===== src/rtl/par2ser_pkg.sv =====
// ---------------------------------------------------------------------------
// par2ser_pkg
// Shared definitions for the parallel-to-serial feeder:
//   state_e        - FSM state encoding (IDLE / SHIFT)
//   cnt_width()    - bit counter width for a given word width
//   first_bit_idx()- shifter bit that is presented first on ser_out
// ---------------------------------------------------------------------------
package par2ser_pkg;

  typedef enum logic {
    ST_IDLE  = 1'b0,
    ST_SHIFT = 1'b1
  } state_e;

  // Counter only has to reach width-1, so clog2(width) bits suffice.
  // Width is always >= 2, the floor of 1 just keeps the function total.
  function automatic int cnt_width(input int width);
    return (width < 2) ? 1 : $clog2(width);
  endfunction

  // The shifter always moves bits toward this position, so ser_out is a
  // fixed tap regardless of how far into the word we are.
  function automatic int first_bit_idx(input int width, input bit msb_first);
    return msb_first ? (width - 1) : 0;
  endfunction

endpackage


===== src/rtl/par2ser_hold_buf.sv =====
// ---------------------------------------------------------------------------
// par2ser_hold_buf
// One-entry holding register with a full flag, sitting between the
// valid/ready source and the shifter.
//   clk, rst  - clock, asynchronous active-low reset
//   wr_en     - store wr_data and set full (source handshake completed)
//   wr_data   - word from the source
//   rd_en     - shifter took the word; clear full
//   full      - an unread word is held
//   data      - the held word
// The parent never asserts wr_en and rd_en together: a write needs the
// buffer empty and a read needs it full.
// ---------------------------------------------------------------------------
module par2ser_hold_buf #(
  parameter int WIDTH = 8
) (
  input  logic             clk,
  input  logic             rst,
  input  logic             wr_en,
  input  logic [WIDTH-1:0] wr_data,
  input  logic             rd_en,
  output logic             full,
  output logic [WIDTH-1:0] data
);

  logic             full_q, full_d;
  logic [WIDTH-1:0] data_q, data_d;

  always_comb begin
    full_d = full_q;
    data_d = data_q;
    if (rd_en) begin
      full_d = 1'b0;
    end
    if (wr_en) begin
      full_d = 1'b1;
      data_d = wr_data;
    end
  end

  always_ff @(posedge clk or negedge rst) begin
    if (!rst) begin
      full_q <= 1'b0;
      data_q <= '0;
    end else begin
      full_q <= full_d;
      data_q <= data_d;
    end
  end

  assign full = full_q;
  assign data = data_q;

endmodule


===== src/rtl/par2ser_feeder.sv =====
// ---------------------------------------------------------------------------
// par2ser_feeder
// Accepts parallel words over valid/ready and streams them out one bit per
// enabled clock, feeding the serial sequence detector.
//
// Ports:
//   clk        - system clock, rising edge
//   rst        - asynchronous active-low reset
//   din        - parallel word from the source
//   din_valid  - source presents a word on din
//   din_ready  - block can take a word this cycle
//   ser_en     - downstream advance enable; 0 freezes the serial output
//   ser_out    - current serial bit
//   ser_valid  - ser_out carries a data bit
//   word_last  - high with the final bit of each word
//   busy       - ser_valid or holding buffer full
//   dbg_state  - current FSM state, for observation only
//
// Handshake: a word transfers at a rising edge where din_valid & din_ready.
// din_ready depends only on rst and the buffer full flag, never on
// din_valid or ser_en; while it is low the source holds din/din_valid.
// A serial bit is consumed at a rising edge where ser_valid & ser_en.
// ---------------------------------------------------------------------------
module par2ser_feeder
  import par2ser_pkg::*;
#(
  parameter int WIDTH     = 8,
  parameter bit MSB_FIRST = 1'b1
) (
  input  logic             clk,
  input  logic             rst,
  input  logic [WIDTH-1:0] din,
  input  logic             din_valid,
  output logic             din_ready,
  input  logic             ser_en,
  output logic             ser_out,
  output logic             ser_valid,
  output logic             word_last,
  output logic             busy,
  output state_e           dbg_state
);

  localparam int              CNT_W    = cnt_width(WIDTH);
  localparam int              FIRST    = first_bit_idx(WIDTH, MSB_FIRST);
  localparam logic [CNT_W-1:0] LAST_CNT = CNT_W'(WIDTH - 1);

  state_e             state_q, state_d;
  logic [CNT_W-1:0]   cnt_q, cnt_d;
  logic [WIDTH-1:0]   shreg_q, shreg_d;
  logic               ser_out_q, ser_out_d;
  logic               word_last_q, word_last_d;

  logic               hold_full;
  logic [WIDTH-1:0]   hold_data;
  logic               accept;
  logic               load;
  logic               consume;
  logic               last_consume;

  assign din_ready = rst & ~hold_full;
  assign accept    = din_valid & din_ready;

  par2ser_hold_buf #(
    .WIDTH (WIDTH)
  ) u_hold_buf (
    .clk     (clk),
    .rst     (rst),
    .wr_en   (accept),
    .wr_data (din),
    .rd_en   (load),
    .full    (hold_full),
    .data    (hold_data)
  );

  // Next-state, shifter and counter.
  always_comb begin
    state_d      = state_q;
    cnt_d        = cnt_q;
    shreg_d      = shreg_q;
    consume      = (state_q == ST_SHIFT) & ser_en;
    last_consume = consume & (cnt_q == LAST_CNT);
    load         = 1'b0;

    case (state_q)
      ST_IDLE: begin
        // Loading from idle does not wait for ser_en: it only makes the
        // first bit visible, nothing is consumed.
        if (hold_full) begin
          load    = 1'b1;
          state_d = ST_SHIFT;
          cnt_d   = '0;
          shreg_d = hold_data;
        end
      end
      ST_SHIFT: begin
        if (last_consume) begin
          if (hold_full) begin
            // Chain straight into the buffered word, no bubble.
            load    = 1'b1;
            cnt_d   = '0;
            shreg_d = hold_data;
          end else begin
            state_d = ST_IDLE;
            cnt_d   = '0;
            shreg_d = '0;
          end
        end else if (consume) begin
          cnt_d   = cnt_q + CNT_W'(1);
          shreg_d = MSB_FIRST ? {shreg_q[WIDTH-2:0], 1'b0}
                              : {1'b0, shreg_q[WIDTH-1:1]};
        end
      end
      default: begin
        state_d = ST_IDLE;
        cnt_d   = '0;
        shreg_d = '0;
      end
    endcase

    // Outputs are registered from the next state so they change only on a
    // clock edge (or reset) and are forced to 0 outside SHIFT.
    ser_out_d   = (state_d == ST_SHIFT) & shreg_d[FIRST];
    word_last_d = (state_d == ST_SHIFT) & (cnt_d == LAST_CNT);
  end

  always_ff @(posedge clk or negedge rst) begin
    if (!rst) begin
      state_q     <= ST_IDLE;
      cnt_q       <= '0;
      shreg_q     <= '0;
      ser_out_q   <= 1'b0;
      word_last_q <= 1'b0;
    end else begin
      state_q     <= state_d;
      cnt_q       <= cnt_d;
      shreg_q     <= shreg_d;
      ser_out_q   <= ser_out_d;
      word_last_q <= word_last_d;
    end
  end

  assign ser_valid = (state_q == ST_SHIFT);
  assign ser_out   = ser_out_q;
  assign word_last = word_last_q;
  assign busy      = ser_valid | hold_full;
  assign dbg_state = state_q;

endmodule


===== config.mk =====
export PLATFORM = sky130hd
export DESIGN_NAME = par2ser_feeder
export DESIGN_NICKNAME = d
export VERILOG_FILES = /design/src/rtl/par2ser_pkg.sv /design/src/rtl/par2ser_hold_buf.sv /design/src/rtl/par2ser_feeder.sv
export SDC_FILE = /design/constraint.sdc
export NUM_CORES = 1
export LEC_CHECK = 0
export ABC_AREA = 1
export CORE_ASPECT_RATIO = 1.4
export CORE_MARGIN = 2
export CORE_UTILIZATION = 40
export DETAILED_ROUTE_END_ITERATION = 10
export PLACE_DENSITY_LB_ADDON = 0.05
export SLEW_MARGIN = 20
export SYNTH_ARGS = -nofsm -noshare
export SYNTH_HDL_FRONTEND = slang
export SYNTH_SLANG_ARGS = --single-unit

===== constraint.sdc =====
create_clock -name clk -period 1.3 [get_ports clk]
set_input_delay 0.26 -clock clk [delete_from_list [all_inputs] [get_ports clk]]
set_output_delay 0.26 -clock clk [all_outputs]
set_load 0.02 [all_outputs]

Word-level counts from Yosys, hierarchy flattened
Index checks and enable logic that the tools add are counted.
- $add $sub $neg: 1
- multipliers: 0
- order comparisons: 0
- div/mod/pow operators: 0
- multiplexer cells: 16
- bitwise gates (word level): 9
- shift-type cells: 0
- reductions and logical operators: 2
- eq/ne operators: 4
- operators by type and width (operator ; number):
    two-way mux 8 bit ; 4
    one-hot mux 8 bit (2 select lines) ; 1
    two-way mux 3 bit ; 3
    bitwise AND 1 bit ; 6
    equality test 3 bit (second input constant) ; 2
    one-hot mux 3 bit (2 select lines) ; 1
    two-way mux 1 bit ; 5
    one-hot mux 1 bit (2 select lines) ; 2
    adder 3 x 1 -> 3 bit (second input constant) ; 1
    inequality test 3 x 1 -> 1 bit (second input constant) ; 1
    inequality test 2 x 1 -> 1 bit (second input constant) ; 1
    NOT 1 bit ; 2
    AND reduction 2 bit ; 1
    nonzero test 2 bit ; 1
    bitwise OR 1 bit ; 1
- bits in registers: 23
- ROM bits: 0
- output and inout port bits: 6
- memories: 0
- input bits: 12
- bits in writable memories: 0
- bits in latches: 0

Depth between registers and ports, before layout
Gate-level depths: netlist (run 1).
- depth in word-level cells: 6
- gate-level depth with buffers: 9
- mapped depth without buffers: 9

By module
From an unflattened synthesis (run 1), not the netlist that was laid out.
- cell total of the unflattened synthesis: 135
- area total of the unflattened synthesis: 1136.1 µm²
- modules (own cells, without submodules) (module ; instances ; sequential area each (µm²) ; area each (µm²) ; cells an instance):
    par2ser_feeder ; 1 ; 350.3 ; 794.5 ; 97
    par2ser_hold_buf ; 1 ; 225.2 ; 341.6 ; 38

Worst setup path before layout (run 1)
No wires, ideal clock.
- path kind: register -> register
- from: register cnt_q[0]
- to: register word_last_q, in the netlist word_last
- path buffers: 0
- slack: -117 ps
- data required time: 1231 ps
- clock period less this slack: 1417 ps
- setup time: 69 ps
- cell stages (with the launch flop): 10
- data arrival time: 1348 ps
- cell sequence: dfrtp_1 ha_1 ha_1 inv_1 nand2_2 nor2_4 nand2_2 nand2_2 nand2_1 nor2_2
- longest elaborated chain between the ends: 6
- elaborated cells between the ends (all ways): 11
- those cells by class: add/sub: 1; eq/ne: 2; mux: 6; bitwise: 2
- ends and longest elaborated chain (what ; RTL line ; RTL):
    start, declared ; par2ser_feeder.sv:48 ; logic [CNT_W-1:0] cnt_q, cnt_d;
    start signal, assigned ; par2ser_feeder.sv:135 ; cnt_q <= cnt_d;
    adder 3 x 1 -> 3 bit or equality test 3 bit (tied branches) ; par2ser_feeder.sv:108, par2ser_feeder.sv:81 ;
    two-way mux 3 bit or bitwise AND 1 bit (tied branches) ; par2ser_feeder.sv:107, par2ser_feeder.sv:81 ;
    two-way mux 3 bit * ; par2ser_feeder.sv:96 ; if (last_consume) begin
    one-hot mux 3 bit (2 select lines) * ; par2ser_feeder.sv:84 ; case (state_q)
    named net cnt_d[2] ; par2ser_feeder.sv:48 ;
    equality test 3 bit * ; par2ser_feeder.sv:123 ; word_last_d = (state_d == ST_SHIFT) & (cnt_d == LAST_CNT);
    bitwise AND 1 bit * ; par2ser_feeder.sv:123 ;
    named net word_last_d ; par2ser_feeder.sv:51 ; logic word_last_q, word_last_d;
    end signal, assigned ; par2ser_feeder.sv:138 ; word_last_q <= word_last_d;
    end, declared ; par2ser_feeder.sv:51 ;
Mark *: on every way through the listed nets, which the timed path passes. The rest lies on a longest branch.
A chain may end at the register's enable or synchronous reset.

Final worst setup path (run 1)
Same ends and word-level chain as after synthesis.

==> impl_metrics.json, run 1 <==
{
  "status": "finished with violations",
  "violations": "negative setup slack",
  "rr_startpoint": "cnt_q[0]",
  "finalHoldViolations": 0,
  "die_area_um2": 3360,
  "wl_per_cell_um": 11.9,
  "wl_um": 2500,
  "leakagePower_uw": 0.000837,
  "post_drt_via_cell_ratio": 4.71,
  "cts.clk_slew.worst_paths_ns": 0.09,
  "netlist_area_um2": 1160,
  "design_area_um2": 1580,
  "syn_to_final_growth_pct": 36.3,
  "start_util_pct": 41.2,
  "syn_area_per_cell_um2": 8.30,
  "hold_path_class": "input port to asynchronous set/reset pin",
  "rsz0062_at_grt": "yes",
  "critPathMostFrequentCell": "nand2_2",
  "drc": 0,
  "worstPathRequired_ns": 1.51,
  "ff2ff_path_depth": 9,
  "fin_ws_ns": -0.0772,
  "die_h_um": 67.8,
  "crit_slowest_cell": "dfrtp_1",
  "ant_nets": 0,
  "cp-end-kind": "flop",
  "synth-edff-count": 0,
  "drt_iter0_drc": 6,
  "holdWs_ns": 0.0260,
  "place_congestion": 0.827,
  "netlist_instances": 140,
  "setup.worst_path.start_class": "flop",
  "pre_cts_ws_ns": -0.497,
  "placed_cell_area_um2": 1490,
  "hpwl_um": 1880,
  "grt_first_pass_wirelength_um": 4460,
  "insertedDiodeCount": 0,
  "num_vias": 989,
  "syn_nets": 154,
  "synthTopCellsByArea": "dfrtp_1 50%, nand2_1 15%, nand3_1 7.8%",
  "cts_buffers": 3,
  "maxSlewViolCount": 0,
  "synth_seq_area_share_pct": 49.5,
  "htreeDepth": 1,
  "critical_path.max_stage_delay_ns": 0.40,
  "gr-usage-all-layers_pct": 17.4,
  "crit_arrival_ns": 1.59,
  "ioPinCount": 18,
  "grt_max_degree": 24,
  "cts_hold_buffers": 0,
  "slew_headroom_pct": 79.8,
  "design.core.area_um2": 2820,
  "fp.dieW_um": 49.6,
  "setup_violations": 8,
  "yosys.area.top_type": "dfrtp_1",
  "synthArstFlopShare_pct": 100,
  "criticalPathCategory": "flop to flop",
  "portBuffers": 17,
  "max_freq_mhz": 726,
  "cts.sinks": 23,
  "cp_max_fo": 4,
  "clock_latency_ns": 0.27,
  "synth_cell_type_count": 23,
  "min_period_ns": 1.38,
  "finalClockSkew_ns": 0.00162,
  "grt.overflow.total": 0,
  "yosys_warnings": 0,
  "drive_above_1_share_pct": 30.1,
  "final_cell_mix": "40 x nand2_1, 22 x dfrtp_1, 18 x nand3_1",
  "ir_drop_uv": 995,
  "cts_root_buf": "clkbuf_8",
  "cts_tree": "built",
  "grt_pass1_vias": 1030,
  "rows": 23,
  "antenna_found_initial": 0,
  "max-cap-violations": 0,
  "synth.top_cell.area_share_pct": 49.5,
  "worst_pin_slew_ns": 0.303,
  "r2r-end": "word_last",
  "cts_buffer_depth": 2,
  "crit_chain": "ha_2 -> ha_4 -> inv_4 -> nand2_4 -> nor2_4 -> nand2_2 -> nand2_2 -> nand2_2 -> nor2_2",
  "min_period_over_period_pct": 106,
  "layout.nets": 188,
  "reg2reg_setup_slack_ns": -0.08,
  "ys.flop_type": "dfrtp_1",
  "final_common_cell": "nand2_1",
  "synth-seq-cells": 23,
  "power_density_nw_per_um2": 1770,
  "drt-pass1-iter-count": 5
}
==> sequential cells by signal, indices dropped and copies added, names as in the netlist <==
name,cells
dbg_state,1
u_hold_buf.data,8
cnt_q,3
shreg_q,8
u_hold_buf.full,1
word_last,1
ser_out,1
==> cell usage after synthesis (2+ instances only) <==
| cell type | count |
|---|---|
| inv_1 | 15 |
| ha_1 | 2 |
| nand3_1 | 18 |
| nor2_4 | 2 |
| nand2_2 | 7 |
| a21oi_1 | 3 |
| nand4_1 | 6 |
| nor2_1 | 3 |
| o21ai_0 | 2 |
| nand2_1 | 47 |
| dfrtp_1 | 23 |
==> what timing repair did <==
item                       CTS  global route
resized for setup           23            12
setup buffers                0             1
setup endpoints to repair   14            14
pin swaps                    4             5
==> area by class of cell <==
| cell class | count | area, um2 |
|---|---|---|
| clock buffers | 3 | 41.3 |
| clock inverters | 1 | 5.00 |
| fillers | 304 | 1240 |
| inverters | 17 | 68.8 |
| multi-input cells | 96 | 531 |
| flip-flops and latches | 23 | 577 |
| well taps | 37 | 46.3 |
| repair buffers | 33 | 315 |
==> where the power goes <==
part / switching, uW / internal, uW / leakage [uW]
Clock: 247 / 215 / 0.0000255
Combinational: 629 / 536 / 0.000520
Sequential: 169 / 1000 / 0.000291
Total: 1050 / 1750 / 0.000837
==> metrics by stage <==
| stage | cells | util [%] | power [uW] | setup TNS (ns) |
|---|---|---|---|---|
| 2_1_floorplan | 140 | - | 1880 | -0.0828 |
| 3_3_place_gp | 205 | 52.9 | 2270 | -3.56 |
| 3_5_place_dp | 205 | 52.9 | 2310 | -3.24 |
| 4_1_cts | 209 | 54.9 | 2770 | -0.616 |
| 5_1_grt | 210 | 56.2 | 3040 | -1.01 |
| 6_report | 210 | 56.2 | 2800 | -0.530 |
==> kinds of logic (layout without fill, tap and decap cells) <==
group | Yosys count | after routing | share of synthesized area (%)
fa+ha+maj | 2 | 2 | 2.15
xor+xnor | 1 | 1 | 0.754
buf+inv | 21 | 54 | 8.07
simple gates | 86 | 86 | 35.2
flops | 23 | 23 | 49.5
compound gates | 7 | 7 | 4.31
==> critical path: cells and delay by family, from the launching register on <==
| kind | cells | cell delay (ns) |
|---|---|---|
| fa+ha+maj | 2 | 0.38 |
| simple gates | 6 | 0.48 |
| buf+inv | 1 | 0.07 |
| flops | 1 | 0.40 |
==> worst max-delay path by stage <==
stage | start | to | cells past startpoint | slack (ns)
after floorplan | cnt_q[0] | word_last | 9 | -0.04
after global placement | rst | din_ready | 4 | -0.52
after detailed placement | rst | din_ready | 4 | -0.50
after CTS | cnt_q[1] | word_last | 9 | -0.09
after global routing | cnt_q[0] | word_last | 9 | -0.16
final | cnt_q[0] | word_last | 9 | -0.08
==> layer usage <==
layer / track usage, % / share of wire (%) / vias up
li1: - / - / 511
met1: 19.7 / 43 / 455
met2: 31.5 / 52 / 19
met3: 2.88 / 3.2 / 4
met4: 8.33 / 1.8 / 0
met5: 0 / 0 / -
Power figures use the tool's default switching activity.
==> inputs of run 2 (changes only) <==
==> constraint.sdc (replaced) <==
create_clock -name clk -period 1.45 [get_ports clk]
set_input_delay 0.29 -clock clk [delete_from_list [all_inputs] [get_ports clk]]
set_output_delay 0.29 -clock clk [all_outputs]
set_load 0.02 [all_outputs]
==> run 2 against run 1 <==
Effect of this change: core utilization fell by 0.84 points; worst hold slack gained 0.41 ns; the flow now finishes without violations; first-iteration DRC count rose to 5.2 times the previous value; combinational power fell by 11%; die area is the same; final cell count increased by 0.95%.
==> impl_metrics.json, run 2 (synthesis gave the netlist of run 1 again) <==
{
  "status": "finished, final reports clean",
  "place_congestion": 0.817,
  "cts.clk_slew.worst_paths_ns": 0.08,
  "ioPinCount": 18,
  "final_common_cell": "nand2_1",
  "clock_latency_ns": 0.27,
  "grt_first_pass_wirelength_um": 4620,
  "worst_pin_slew_ns": 0.296,
  "maxSlewViolCount": 0,
  "antenna_found_initial": 0,
  "cp_max_fo": 2,
  "worstPathRequired_ns": 1.16,
  "wl_um": 2440,
  "layout.nets": 190,
  "pre_cts_ws_ns": -0.411,
  "multi_input_area_um2": 508,
  "grt_max_degree": 24,
  "cts_root_buf": "clkbuf_8",
  "die_h_um": 67.8,
  "slew_headroom_pct": 80.3,
  "grt_pass1_vias": 1077,
  "criticalPathCategory": "input port to primary output",
  "min_period_ns": 1.41,
  "cts_buffers": 3,
  "drt_iter0_drc": 31,
  "die_area_um2": 3360,
  "rows": 23,
  "rr_startpoint": "cnt_q[1]",
  "holdWs_ns": 0.434,
  "cts_hold_buffers": 0,
  "final_cell_mix": "47 x nand2_1, 23 x dfrtp_1, 18 x nand3_1, 17 x buf_4, 14 x inv_1",
  "cp-startpoint": "rst",
  "ant_nets": 0,
  "cts_buffer_depth": 2,
  "post_drt_via_cell_ratio": 4.66,
  "crit_arrival_ns": 1.12,
  "placed_cell_area_um2": 1480,
  "finalHoldViolations": 0,
  "finalPower_uw": 2480,
  "drt-pass1-iter-count": 4,
  "drc": 0,
  "ff_latch_area_um2": 576,
  "portBuffers": 17,
  "insertedDiodeCount": 0,
  "design.core.area_um2": 2820,
  "ir_drop_uv": 752,
  "leakagePower_uw": 0.000823,
  "gr-usage-all-layers_pct": 17.5,
  "wl_per_cell_um": 11.5,
  "start_util_pct": 41.2,
  "num_vias": 988,
  "hpwl_um": 1860,
  "grt.overflow.total": 0,
  "fin_ws_ns": 0.0450,
  "rsz0062_at_grt": "yes",
  "drive_above_1_share_pct": 24.6,
  "design_area_um2": 1560,
  "max_freq_mhz": 712,
  "syn_to_final_growth_pct": 34.2,
  "finalClockSkew_ns": 0.00138,
  "power_density_nw_per_um2": 1590,
  "setup.worst_path.start_class": "input port",
  "hold_path_class": "input port to asynchronous set/reset pin",
  "tns_ns": 0,
  "fillCellCount": 291,
  "setup_violations": 0,
  "htreeDepth": 1,
  "min_period_over_period_pct": 96.9,
  "fp.dieW_um": 49.6,
  "cts_tree": "built",
  "max-cap-violations": 0,
  "cts.sinks": 23,
  "cp-end-kind": "primary output"
}
[run 2: cell count changes in the layout (fill, tap and decap cells not counted), moves of 2 or more]
| cell | delta |
|---|---|
| buf_4 | +4 |
| buf_6 | -3 |
| dlygate4sd2_1 | +2 |
| nand2_1 | +7 |
| nand2_2 | -6 |
[run 2: metal layers]
| metal | vias up | global-route usage, % | wire [um] |
|---|---|---|---|
| met4 | 0 | 5.21 | 21 |
| met5 | - | 0 | 0 |
| li1 | 511 | - | - |
| met1 | 448 | 20.3 | 1070 |
| met3 | 2 | 2.88 | 101 |
| met2 | 27 | 33.0 | 1260 |
[run 2: metrics by stage]
| stage | std cells | util, % |
|---|---|---|
| 6_report | 212 | 55.3 |
| 5_1_grt | 212 | 55.3 |
| 4_1_cts | 210 | 53.9 |
| 3_5_place_dp | 206 | 52.6 |
| 3_3_place_gp | 206 | 52.6 |
| 2_1_floorplan | 140 | - |
[run 2: critical path: stages]
cell             delay, ns
clkdlybuf4s50_1       0.50
inv_1                 0.08
nor2_4                0.09
buf_4                 0.15
[run 2: power breakdown]
part | total, uW | switching [uW] | leakage (uW) | internal [uW]
clock network | 407 | 215 | 0.0000255 | 192
logic | 1040 | 559 | 0.000506 | 483
registers | 1030 | 131 | 0.000291 | 899
[run 2: timing repair]
action                                  CTS  global route
pin swaps                                 0             2
gates resized for setup                  12             6
hold endpoints to repair                  0             0
endpoints found under the setup margin    9            11
buffers inserted                          0             2
[run 2: path summary, 6_finish.rpt]
kind	end	slack, ns	depth (start not counted)
hold reg to reg	u_hold_buf.data[6]	0.47	2
hold / removal	cnt_q[2]	0.43	2
min in group clk	u_hold_buf.data[6]	0.47	2
setup / recovery	din_ready	0.04	4
max in group asynchronous	shreg_q[2]	0.79	2
setup reg to reg	word_last	0.09	9
[run 2: final cells by class]
| type | instances | share of cell area [%] |
|---|---|---|
| clock inverters | 1 | 0.321 |
| inverters | 17 | 4.41 |
| repair buffers | 35 | 20.2 |
| well taps | 37 | 2.97 |
| multi-input cells | 96 | 32.6 |
| clock buffers | 3 | 2.65 |
| flip-flops and latches | 23 | 36.9 |
==> inputs of run 3 (changes only) <==
--- a/config.mk
+++ b/config.mk
@@ -5,7 +5,6 @@
 export SDC_FILE = /design/constraint.sdc
 export NUM_CORES = 1
 export LEC_CHECK = 0
-export ABC_AREA = 1
 export CORE_ASPECT_RATIO = 1.4
 export CORE_MARGIN = 2
 export CORE_UTILIZATION = 40
==> run 3 against run 2 <==
Effect of this change: the flow now finishes with violations (negative setup slack); clock skew rose by 0.0028 ns; sequential share of layout area rose by 2.6 points; largest power group is now registers; critical path depth rose by 2; largest cell class unchanged; clock-buffer cell count rose by 1.
==> impl_metrics.json, run 3 <==
{
  "status": "finished with violations",
  "violations": "negative setup slack",
  "cts_buffer_depth": 2,
  "max-cap-violations": 0,
  "rows": 22,
  "post_drt_via_cell_ratio": 4.94,
  "setup.worst_path.start_class": "flop",
  "leakagePower_uw": 0.000643,
  "drive_above_1_share_pct": 37.9,
  "crit_arrival_ns": 1.70,
  "finalPower_uw": 2230,
  "setup_violations": 10,
  "cp-end-kind": "flop",
  "syn_nets": 107,
  "synth_cell_type_count": 27,
  "die_area_um2": 3090,
  "worst_pin_slew_ns": 0.296,
  "drc": 0,
  "drt_iter0_drc": 16,
  "portBuffers": 17,
  "maxSlewViolCount": 0,
  "synth-seq-cells": 23,
  "ys.flop_type": "dfrtp_1",
  "min_period_ns": 1.51,
  "grt_pass1_vias": 820,
  "cp_max_fo": 5,
  "fp.dieW_um": 47.5,
  "ir_drop_uv": 762,
  "start_util_pct": 41.4,
  "yosysMostFrequentCell": "dfrtp_1",
  "cts_tree": "built",
  "htreeDepth": 1,
  "wl_per_cell_um": 13.4,
  "worstPathRequired_ns": 1.64,
  "slew_headroom_pct": 80.3,
  "netlist_instances": 93,
  "placed_cell_area_um2": 1330,
  "cts.sinks": 23,
  "num_vias": 791,
  "grt_max_degree": 24,
  "gr-usage-all-layers_pct": 16.0,
  "synth.top_cell.area_share_pct": 54.2,
  "wl_um": 2140,
  "die_h_um": 64.9,
  "holdWs_ns": 0.414,
  "tns_ns": -0.431,
  "ioPinCount": 18,
  "final_cell_mix": "23 x dfrtp_1, 14 x buf_4, 11 x clkdlybuf4s50_1, 10 x mux2_2, 8 x nor2_1",
  "min_period_over_period_pct": 104,
  "final_common_cell": "dfrtp_1",
  "synthTopCellsByArea": "dfrtp_1 54%, mux2_2 11%, a32oi_1 5.0%",
  "antenna_found_initial": 0,
  "drt-pass1-iter-count": 4,
  "hpwl_um": 1520,
  "syn_to_final_growth_pct": 37.5,
  "insertedDiodeCount": 0,
  "final_core_util_pct": 57.0,
  "power_density_nw_per_um2": 1530,
  "synth_seq_area_share_pct": 54.2,
  "layout.nets": 139,
  "fin_ws_ns": -0.0618,
  "synth-edff-count": 0,
  "cts_buffers": 3,
  "synth_commonest_cells": "23 x dfrtp_1, 10 x mux2_2, 9 x nor2_1",
  "design.core.area_um2": 2560,
  "clock_latency_ns": 0.30,
  "finalClockSkew_ns": 0.00419,
  "max_freq_mhz": 661,
  "netlist_area_um2": 1060,
  "cts_root_buf": "clkbuf_4",
  "yosys.area.top_type": "dfrtp_1",
  "syn_area_per_cell_um2": 11.4,
  "place_congestion": 0.732,
  "finalHoldViolations": 0,
  "grt.overflow.total": 0,
  "yosys_warnings": 0,
  "cts.clk_slew.worst_paths_ns": 0.12,
  "synthArstFlopShare_pct": 100,
  "ant_nets": 0,
  "hold_path_class": "input port to asynchronous set/reset pin",
  "rsz0062_at_grt": "yes",
  "criticalPathCategory": "flop to flop",
  "design_area_um2": 1460,
  "fillCellCount": 266,
  "grt_first_pass_wirelength_um": 3610
}
## run 3: layer usage
layer  track usage (%)  part of all wire, %  up-vias
li1                  -                    -      391
met1              19.6                   40      387
met2              27.9                   57       11
met3              1.67                  2.6        2
met4              5.21                 0.98        0
met5                 0                    0        -
## run 3: worst paths after layout
check	from	endpoint	slack (ns)	cells past startpoint
max reg2reg	cnt_q[0]	shreg_q[5]	-0.06	6
min	rst	cnt_q[1]	0.41	2
max in group asynchronous	rst	u_hold_buf.full	0.80	2
min reg2reg	shreg_q[7]	shreg_q[7]	0.53	1
min in group clk	shreg_q[7]	shreg_q[7]	0.53	1
max	cnt_q[0]	shreg_q[5]	-0.06	6
## run 3: area by class of cell
cell class / instances / area, um2 / area share, %
multi-input combinational: 60 / 504 / 34.6
timing repair buffer: 34 / 297 / 20.3
tap: 36 / 45.0 / 3.09
inverter: 3 / 11.3 / 0.772
clock buffer: 4 / 26.3 / 1.80
sequential: 23 / 576 / 39.5
## run 3: cells by family after synthesis
logic type / share of synthesized area [%]
simple gates: 14.4
fa+ha+maj: 2.36
mux: 10.6
flops: 54.2
buf+inv: 5.19
compound gates: 13.2
## run 3: stage by stage
stage / worst slack (ns) / instances
2_1_floorplan: -0.103 / 93
3_3_place_gp: -0.482 / 150
3_5_place_dp: -0.463 / 150
4_1_cts: -0.0846 / 159
5_1_grt: -0.143 / 160
6_report: -0.0618 / 160
## run 3: worst max-delay path, stage by stage (launching register included)
cell and delay [ns]:
dfrtp_1 0.42, ha_2 0.20, ha_4 0.17, a21bo_4 0.22
buf_6 0.13, a32oi_2 0.19, a21oi_1 0.09
## run 3: what timing repair did
action,in CTS,in global routing
buffers inserted,5,1
resized for setup,22,13
endpoints found under the hold margin,0,0
endpoints found under the setup margin,14,17
pin swaps,12,10
hold buffers,0,0
cloned,0,0
## run 3: power by group
group | switching [uW] | total (uW) | internal (uW)
sequential | 164 | 1050 | 884
clock | 184 | 291 | 107
combinational | 396 | 895 | 499
total | 743 | 2230 | 1490
